`src/rtl/risc_pkg.sv`:
```
`default_nettype none
// ============================================================================
// Module   : risc_pkg
// Purpose  : Shared definitions for the six-stage 16-bit RISC pipeline
//            controller: opcode and ALU function codes, the per-stage control
//            word carried from DEC through WB, and the bubble constant.
// Ports    : none (package)
// Revision : 1.0 - initial release
// ============================================================================
package risc_pkg;

  // IR[15:12] opcodes
  localparam logic [3:0] OP_NOP  = 4'h0;
  localparam logic [3:0] OP_ADD  = 4'h1;
  localparam logic [3:0] OP_SUB  = 4'h2;
  localparam logic [3:0] OP_AND  = 4'h3;
  localparam logic [3:0] OP_OR   = 4'h4;
  localparam logic [3:0] OP_XOR  = 4'h5;
  localparam logic [3:0] OP_SLT  = 4'h6;
  localparam logic [3:0] OP_ADDI = 4'h7;
  localparam logic [3:0] OP_LD   = 4'h8;
  localparam logic [3:0] OP_ST   = 4'h9;
  localparam logic [3:0] OP_BZ   = 4'hA;
  localparam logic [3:0] OP_JMP  = 4'hB;
  localparam logic [3:0] OP_BANK = 4'hC;

  // ALU function codes
  localparam logic [3:0] ALU_ADD = 4'd0;
  localparam logic [3:0] ALU_SUB = 4'd1;
  localparam logic [3:0] ALU_AND = 4'd2;
  localparam logic [3:0] ALU_OR  = 4'd3;
  localparam logic [3:0] ALU_XOR = 4'd4;
  localparam logic [3:0] ALU_SLT = 4'd5;

  // Control word carried by each of the DEC/EXE/MEM/WB control registers
  typedef struct packed {
    logic       valid;
    logic       reg_write;
    logic       mem_to_reg;
    logic       mem_write;
    logic       alu_src;
    logic [3:0] alu_op;
    logic       sets_flag;
    logic       uses_rs1;
    logic       uses_rs2;
  } ctrl_t;

  localparam ctrl_t CTRL_BUBBLE = '0;

endpackage
`default_nettype wire

```
`src/rtl/hazard_unit.sv`:
```
`default_nettype none
// ============================================================================
// Module   : hazard_unit
// Purpose  : Combinational operand-forwarding selects, load-use stall and
//            flag-hazard stall for the pipeline controller.
// Ports    : rr1/rr2        - DEC-stage source registers
//            wr_exe/wr_mem  - destination registers held in EXE and MEM
//            dec_*/exe_*/mem_* - control bits of the instructions in flight
//            ir_is_bz       - IR holds a BZ opcode
//            ir_live        - IR instruction is not being squashed
//            dr1_src/dr2_src- forwarding selects (0 MEM, 1 EXE, 2 RF, 3 load)
//            stall_lu       - register hazard that must hold DEC
//            stall_flag     - BZ waiting on an in-flight flag setter
// Config   : FORWARD_EN - when defined, EXE/MEM results are forwarded; when
//            undefined, selects stay on the register file and every RAW
//            hazard against EXE or MEM stalls like a load-use.
// Revision : 1.0 - initial release
// ============================================================================
module hazard_unit #(
  parameter int RBITS = 4
) (
  input  logic [RBITS-1:0] rr1,
  input  logic [RBITS-1:0] rr2,
  input  logic [RBITS-1:0] wr_exe,
  input  logic [RBITS-1:0] wr_mem,
  input  logic             dec_valid,
  input  logic             dec_uses_rs1,
  input  logic             dec_uses_rs2,
  input  logic             dec_sets_flag,
  input  logic             exe_valid,
  input  logic             exe_reg_write,
  input  logic             exe_is_load,
  input  logic             exe_sets_flag,
  input  logic             mem_valid,
  input  logic             mem_reg_write,
  input  logic             mem_is_load,
  input  logic             ir_is_bz,
  input  logic             ir_live,
  output logic [1:0]       dr1_src,
  output logic [1:0]       dr2_src,
  output logic             stall_lu,
  output logic             stall_flag
);

`ifdef FORWARD_EN
  // First match wins: an ALU result in EXE is the youngest producer.
  function automatic logic [1:0] fwd_sel(input logic [RBITS-1:0] r);
    if (exe_valid && exe_reg_write && !exe_is_load && wr_exe == r) return 2'd1;
    if (mem_valid && mem_is_load && wr_mem == r)                   return 2'd3;
    if (mem_valid && mem_reg_write && wr_mem == r)                 return 2'd0;
    return 2'd2;
  endfunction

  assign dr1_src  = fwd_sel(rr1);
  assign dr2_src  = fwd_sel(rr2);
  // Load data is only available from MEM onward, so a consumer right
  // behind a load must wait one cycle.
  assign stall_lu = dec_valid && exe_valid && exe_is_load &&
                    ((dec_uses_rs1 && rr1 == wr_exe) ||
                     (dec_uses_rs2 && rr2 == wr_exe));
`else
  function automatic logic pending(input logic [RBITS-1:0] r);
    return (exe_valid && exe_reg_write && wr_exe == r) ||
           (mem_valid && mem_reg_write && wr_mem == r);
  endfunction

  logic unused_fwd;
  assign unused_fwd = exe_is_load ^ mem_is_load;

  assign dr1_src  = 2'd2;
  assign dr2_src  = 2'd2;
  assign stall_lu = dec_valid &&
                    ((dec_uses_rs1 && pending(rr1)) ||
                     (dec_uses_rs2 && pending(rr2)));
`endif

  // A squashed BZ never needs the flag, so it must not stall.
  assign stall_flag = ir_live && ir_is_bz &&
                      ((dec_valid && dec_sets_flag) ||
                       (exe_valid && exe_sets_flag));

endmodule
`default_nettype wire

```
`src/rtl/pipe_ctrl.sv`:
```
`default_nettype none
// ============================================================================
// Module   : pipe_ctrl
// Purpose  : Pipeline control unit for the six-stage 16-bit RISC core.
//            Decodes the IR-stage opcode, carries control words through the
//            DEC/EXE/MEM/WB control registers, and generates forwarding
//            selects, stalls and jump/branch redirects with squash.
// Ports    : opcode                 - IR[15:12]
//            alu_z                  - EXE-stage ALU zero
//            rr1/rr2, wr_exe/wr_mem - register specifiers for hazard checks
//            pc_src..wr_src         - IR-stage combinational controls
//            stall_ld               - PC/IR/DEC enable (0 = hold)
//            stall_jmp/stall_dummy  - tied high
//            dr1_src/dr2_src        - DEC operand selects
//            alu_src/alu_op         - EXE controls
//            mem_we                 - MEM store enable
//            rfile_we/wd_src        - WB write enable and data select
// Config   : FORWARD_EN (see hazard_unit) selects forwarding vs. stalling.
// Revision : 1.0 - initial release
// ============================================================================
module pipe_ctrl
  import risc_pkg::*;
#(
  parameter int RBITS = 4
) (
  input  logic             clk,
  input  logic             rst,
  input  logic [3:0]       opcode,
  input  logic             alu_z,
  input  logic [RBITS-1:0] rr1,
  input  logic [RBITS-1:0] rr2,
  input  logic [RBITS-1:0] wr_exe,
  input  logic [RBITS-1:0] wr_mem,
  output logic             pc_src,
  output logic             format_sel,
  output logic             bank_en,
  output logic             rr1_src,
  output logic             rr2_src,
  output logic             wr_src,
  output logic             stall_ld,
  output logic             stall_jmp,
  output logic             stall_dummy,
  output logic [1:0]       dr1_src,
  output logic [1:0]       dr2_src,
  output logic             alu_src,
  output logic [3:0]       alu_op,
  output logic             mem_we,
  output logic             rfile_we,
  output logic             wd_src
);

  ctrl_t r_dec, r_exe, r_mem, r_wb;
  ctrl_t w_ir_ctrl;
  logic  r_squash, r_zflag;
  logic  w_rtype, w_fire, w_redirect, w_stall_lu, w_stall_flag;

  function automatic ctrl_t alu_rr(input logic [3:0] fn);
    ctrl_t c;
    c           = CTRL_BUBBLE;
    c.valid     = 1'b1;
    c.reg_write = 1'b1;
    c.alu_op    = fn;
    c.sets_flag = 1'b1;
    c.uses_rs1  = 1'b1;
    c.uses_rs2  = 1'b1;
    return c;
  endfunction

  // IR-stage decode
  always_comb begin
    w_ir_ctrl       = CTRL_BUBBLE;
    w_ir_ctrl.valid = 1'b1;
    case (opcode)
      OP_ADD: w_ir_ctrl = alu_rr(ALU_ADD);
      OP_SUB: w_ir_ctrl = alu_rr(ALU_SUB);
      OP_AND: w_ir_ctrl = alu_rr(ALU_AND);
      OP_OR:  w_ir_ctrl = alu_rr(ALU_OR);
      OP_XOR: w_ir_ctrl = alu_rr(ALU_XOR);
      OP_SLT: w_ir_ctrl = alu_rr(ALU_SLT);
      OP_ADDI: begin
        w_ir_ctrl.reg_write = 1'b1;
        w_ir_ctrl.alu_src   = 1'b1;
        w_ir_ctrl.sets_flag = 1'b1;
        w_ir_ctrl.uses_rs1  = 1'b1;
      end
      OP_LD: begin
        w_ir_ctrl.reg_write  = 1'b1;
        w_ir_ctrl.mem_to_reg = 1'b1;
        w_ir_ctrl.alu_src    = 1'b1;
        w_ir_ctrl.uses_rs1   = 1'b1;
      end
      OP_ST: begin
        w_ir_ctrl.mem_write = 1'b1;
        w_ir_ctrl.alu_src   = 1'b1;
        w_ir_ctrl.uses_rs1  = 1'b1;
        w_ir_ctrl.uses_rs2  = 1'b1;
      end
      default: ;
    endcase
  end

  hazard_unit #(.RBITS(RBITS)) u_hazard (
    .rr1           (rr1),
    .rr2           (rr2),
    .wr_exe        (wr_exe),
    .wr_mem        (wr_mem),
    .dec_valid     (r_dec.valid),
    .dec_uses_rs1  (r_dec.uses_rs1),
    .dec_uses_rs2  (r_dec.uses_rs2),
    .dec_sets_flag (r_dec.sets_flag),
    .exe_valid     (r_exe.valid),
    .exe_reg_write (r_exe.reg_write),
    .exe_is_load   (r_exe.mem_to_reg),
    .exe_sets_flag (r_exe.sets_flag),
    .mem_valid     (r_mem.valid),
    .mem_reg_write (r_mem.reg_write),
    .mem_is_load   (r_mem.mem_to_reg),
    .ir_is_bz      (opcode == OP_BZ),
    .ir_live       (~r_squash),
    .dr1_src       (dr1_src),
    .dr2_src       (dr2_src),
    .stall_lu      (w_stall_lu),
    .stall_flag    (w_stall_flag)
  );

  assign w_rtype     = (opcode >= OP_ADD) && (opcode <= OP_SLT);
  assign stall_ld    = ~(w_stall_lu | w_stall_flag);
  assign w_fire      = stall_ld & ~r_squash;
  assign w_redirect  = w_fire & ((opcode == OP_JMP) | ((opcode == OP_BZ) & r_zflag));

  assign pc_src      = w_redirect;
  assign format_sel  = (opcode == OP_JMP);
  assign bank_en     = w_fire & (opcode == OP_BANK);
  assign rr1_src     = w_rtype;
  assign rr2_src     = w_rtype;
  assign wr_src      = ~w_rtype;
  assign stall_jmp   = 1'b1;
  assign stall_dummy = 1'b1;

  assign alu_src     = r_exe.alu_src;
  assign alu_op      = r_exe.alu_op;
  assign mem_we      = r_mem.valid & r_mem.mem_write;
  assign rfile_we    = r_wb.valid & r_wb.reg_write;
  assign wd_src      = r_wb.mem_to_reg;

  always_ff @(posedge clk) begin
    if (rst) begin
      r_dec    <= CTRL_BUBBLE;
      r_exe    <= CTRL_BUBBLE;
      r_mem    <= CTRL_BUBBLE;
      r_wb     <= CTRL_BUBBLE;
      r_squash <= 1'b0;
      r_zflag  <= 1'b0;
    end else begin
      r_wb     <= r_mem;
      r_mem    <= r_exe;
      r_squash <= w_redirect;
      if (r_exe.valid && r_exe.sets_flag)
        r_zflag <= alu_z;
      if (w_stall_lu) begin
        // DEC holds its instruction; a bubble goes down the pipe.
        r_exe <= CTRL_BUBBLE;
      end else if (w_stall_flag) begin
        // Let the flag setter drain while BZ waits in IR.
        r_exe <= r_dec;
        r_dec <= CTRL_BUBBLE;
      end else begin
        r_exe <= r_dec;
        // Redirecting instructions have no downstream work.
        r_dec <= (w_fire && !w_redirect) ? w_ir_ctrl : CTRL_BUBBLE;
      end
    end
  end

  // WB only needs the write-related fields.
  logic unused_wb;
  assign unused_wb = ^{r_wb.mem_write, r_wb.alu_src, r_wb.alu_op,
                       r_wb.sets_flag, r_wb.uses_rs1, r_wb.uses_rs2};

endmodule
`default_nettype wire

```
`config.mk`:
```
export PLATFORM = sky130hd
export DESIGN_NAME = pipe_ctrl
export DESIGN_NICKNAME = d
export VERILOG_FILES = /design/src/rtl/risc_pkg.sv /design/src/rtl/hazard_unit.sv /design/src/rtl/pipe_ctrl.sv
export SDC_FILE = /design/constraint.sdc
export NUM_CORES = 1
export LEC_CHECK = 0
export CORE_ASPECT_RATIO = 1.4
export CORE_MARGIN = 4
export CORE_UTILIZATION = 30
export CTS_CLUSTER_DIAMETER = 80
export DETAILED_ROUTE_END_ITERATION = 8
export PLACE_DENSITY = 0.56
export SYNTH_ARGS = -nofsm -noshare
export SYNTH_HDL_FRONTEND = slang
export SYNTH_SLANG_ARGS = --single-unit
```
`constraint.sdc`:
```
create_clock -name clk -period 2.56 [get_ports clk]
set_input_delay 0.512 -clock clk [delete_from_list [all_inputs] [get_ports clk]]
set_output_delay 0.512 -clock clk [all_outputs]
set_load 0.05 [all_outputs]
```
==> flow_summary.json, run 1 <==
{
  "grt_overflow": 0,
  "htreeDepth": 2,
  "synth_top_area_cell": "dfxtp_1",
  "finalSetupViolations": 0,
  "grt_setup_unrepaired": "yes",
  "drv_cap": 0,
  "syn_area_per_cell_um2": 8.79,
  "synth_seq_cells": 29,
  "grt_pass1_vias": 1249,
  "cts_hold_buf": 0,
  "hpwl_um": 2550,
  "final_util_pct": 45.4,
  "slowest_stage": "clkdlybuf4s50_1",
  "crit_path_max_fanout": 5,
  "vias": 1288,
  "portBuffers": 36,
  "startpoint_type": "input pin",
  "nets": 241,
  "fin_worst_skew_ns": 0.00534,
  "synth_area_leaders": "dfxtp_1, xnor2_1, buf_4",
  "cts_made_buffers": 5,
  "coreArea_um2": 4840,
  "netlist-cell-type-count": 33,
  "grt_use_total_pct": 11.5,
  "vias_per_cell": 4.55,
  "max_freq_mhz": 402,
  "synth_seq_area_share_pct": 38.9,
  "finalHoldViolations": 0,
  "drt-initial-drc-count": 25,
  "drc": 0,
  "critPathBufInv": 2,
  "p_leak_nw": 0.935,
  "slew_violations": 0,
  "detail-route-antenna-nets": 0,
  "gp_congestion": 0.764,
  "dieWidth_um": 67.6,
  "power_density_nw_per_um2": 539,
  "die_h_um": 91.5,
  "peakVddDrop_v": 0.000271,
  "worstPathCellList": "clkdlybuf4s50_1 -> xnor2_1 -> nand3_2 -> o32ai_4 -> o21a_4 -> nor3_4 -> buf_6",
  "grt_max_degree": 19,
  "clk_path_buf_depth": 2,
  "cp_top_family": "buffers and inverters",
  "cts_tree": "yes",
  "layout_worst_path_cycle_share_pct": 97.1,
  "drive_gt1_share_pct": 21.5,
  "synth_area_um2": 1490,
  "worst_ep_arrival_time_ns": 1.97,
  "antenna_cells": 0,
  "grt_pass1_wl_um": 5450,
  "pin_count": 44,
  "crit_path_max_incr_delay_ns": 0.45,
  "finalWirelength_um": 3330,
  "cts.sinks": 29,
  "rows": 30,
  "netlist.area_leader.share_pct": 38.9,
  "first_pass_iters": 4,
  "required_ns": 2.05,
  "period_minus_slack_ns": 2.49,
  "clk_pin_slew_ns": 0.07,
  "hp-class": "reg2reg",
  "fin_total_pwr_mw": 1.19,
  "wl_per_cell_um": 11.8,
  "yosys_warnings": 0,
  "die_area_um2": 6190,
  "syn_to_final_growth_pct": 47.2,
  "netlist_instances": 170,
  "worstSkewPairLatency_ns": 0.28,
  "end_kind": "output port",
  "critPathKind": "in2out",
  "root_buffer": "clkbuf_8",
  "outcome": "finished clean",
  "start_util_pct": 30.9,
  "antenna_found_initial": 0
}
[stage by stage]
stage	instance area [µm²]	worst slack [ns]	hold slack [ns]	instances	TNS [ns]
floorplan	1520	0.108	0.414	175	0
global placement	1990	-0.254	0.418	273	-0.605
detailed placement	1990	-0.226	0.429	273	-0.642
CTS	2160	0.0152	0.445	283	0
global route	2200	-0.00401	0.455	283	-0.00401
finish	2200	0.0743	0.436	283	0
[logic make-up (layout without fill, tap and decap cells)]
| logic type | Yosys count | after routing | synth area share [%] |
|---|---|---|---|
| mux | 8 | 8 | 5.36 |
| simple gates | 75 | 75 | 25.5 |
| compound gates | 19 | 19 | 11.2 |
| other cells | 2 | 7 | 0.503 |
| xor+xnor | 17 | 17 | 9.97 |
| flops | 29 | 29 | 38.9 |
| buf+inv | 20 | 64 | 8.54 |
[worst register-to-register path, cell delays in order (launching register included)]
cell and delay, ns:
dfxtp_1 0.43, nand3_1 0.17, o32ai_4 0.30, buf_4 0.18
o21ai_2 0.05, buf_4 0.20, mux2i_1 0.13
[sequential cells by signal (all words and copies together) (netlist names)]
name      flops
r_squash      1
r_zflag       1
wd_src        1
r_wb          2
r_mem         4
alu_src       1
alu_op        3
r_exe         5
r_dec        11
[final cells by class]
type,instances,area (µm²)
fillers,495,2640
multi-input cells,126,877
flip-flops and latches,29,581
repair buffers,53,529
clock buffers,6,82.6
well taps,64,80.1
clock inverters,2,37.5
inverters,3,11.3
[where the power goes]
group          total, mW  internal (mW)  switching [mW]
Combinational      0.215         0.0977           0.118
Sequential         0.478          0.466          0.0119
Clock              0.491          0.316           0.175
[placed cells by master (no fill, tap or decap), types with 4 or more instances in the layout]
cell type | netlist | routed
a21oi_1 | 5 | 5
buf_12 | 0 | 4
buf_4 | 12 | 17
clkbuf_8 | 0 | 6
clkdlybuf4s50_1 | 0 | 18
conb_1 | 2 | 7
dfxtp_1 | 29 | 29
dlygate4sd2_1 | 0 | 8
mux2i_1 | 8 | 8
nand2_1 | 13 | 13
nand2b_1 | 10 | 10
nand3_1 | 12 | 8
nand3_2 | 0 | 4
nor2_1 | 16 | 16
nor2b_1 | 8 | 8
xnor2_1 | 16 | 13
[path summary, 6_finish.rpt]
check,slack (ns),start,cells past startpoint,endpoint
setup / recovery,0.07,wr_mem[0],7,pc_src
hold / removal,0.44,r_mem[9]$_SDFF_PP0_,1,wd_src$_SDFF_PP0_
setup reg to reg,1.00,r_exe[11]$_SDFF_PP0_,6,r_dec[2]$_SDFFE_PP0N_
hold reg to reg,0.44,r_mem[9]$_SDFF_PP0_,1,wd_src$_SDFF_PP0_
[cells in the mapped netlist]
library cell / instances
a211o_1: 2
a21oi_1: 5
a22oi_1: 1
a31o_2: 1
and2_1: 2
and3_1: 1
buf_4: 12
buf_6: 1
clkbuf_1: 4
conb_1: 2
dfxtp_1: 29
inv_1: 3
mux2i_1: 8
nand2_1: 13
nand2b_1: 10
nand3_1: 12
nand3b_1: 2
nand4_1: 2
nor2_1: 16
nor2b_1: 8
nor3_1: 4
nor4_1: 1
nor4b_1: 1
o211ai_1: 2
o21a_1: 1
o21ai_0: 2
o21ai_2: 1
o22ai_1: 2
o32ai_4: 2
or2_2: 1
or3_1: 2
xnor2_1: 16
xor2_1: 1
[routing by layer]
| layer | routed length (µm) | up-vias | track usage (%) |
|---|---|---|---|
| met5 | 0 | - | 0 |
| li1 | - | 650 | - |
| met2 | 1600 | 41 | 18.7 |
| met1 | 1410 | 590 | 13.1 |
| met4 | 80 | 0 | 6.26 |
| met3 | 233 | 7 | 3.47 |
[timing repair]
item | 4_1_cts | 5_1_grt
setup endpoints to repair | 3 | 3
pin swaps | 8 | 7
endpoints found under the hold margin | 0 | 0
setup buffers | 2 | 0
resized for setup | 17 | 8
cloned | 0 | 0
(Power assumes the default switching activity.)
==> run 2: changes to the inputs <==
Settings changed: CAP_MARGIN set to 20.
==> results of run 2 <==
The final DEF is identical to that of run 1; final timing and power are the same.
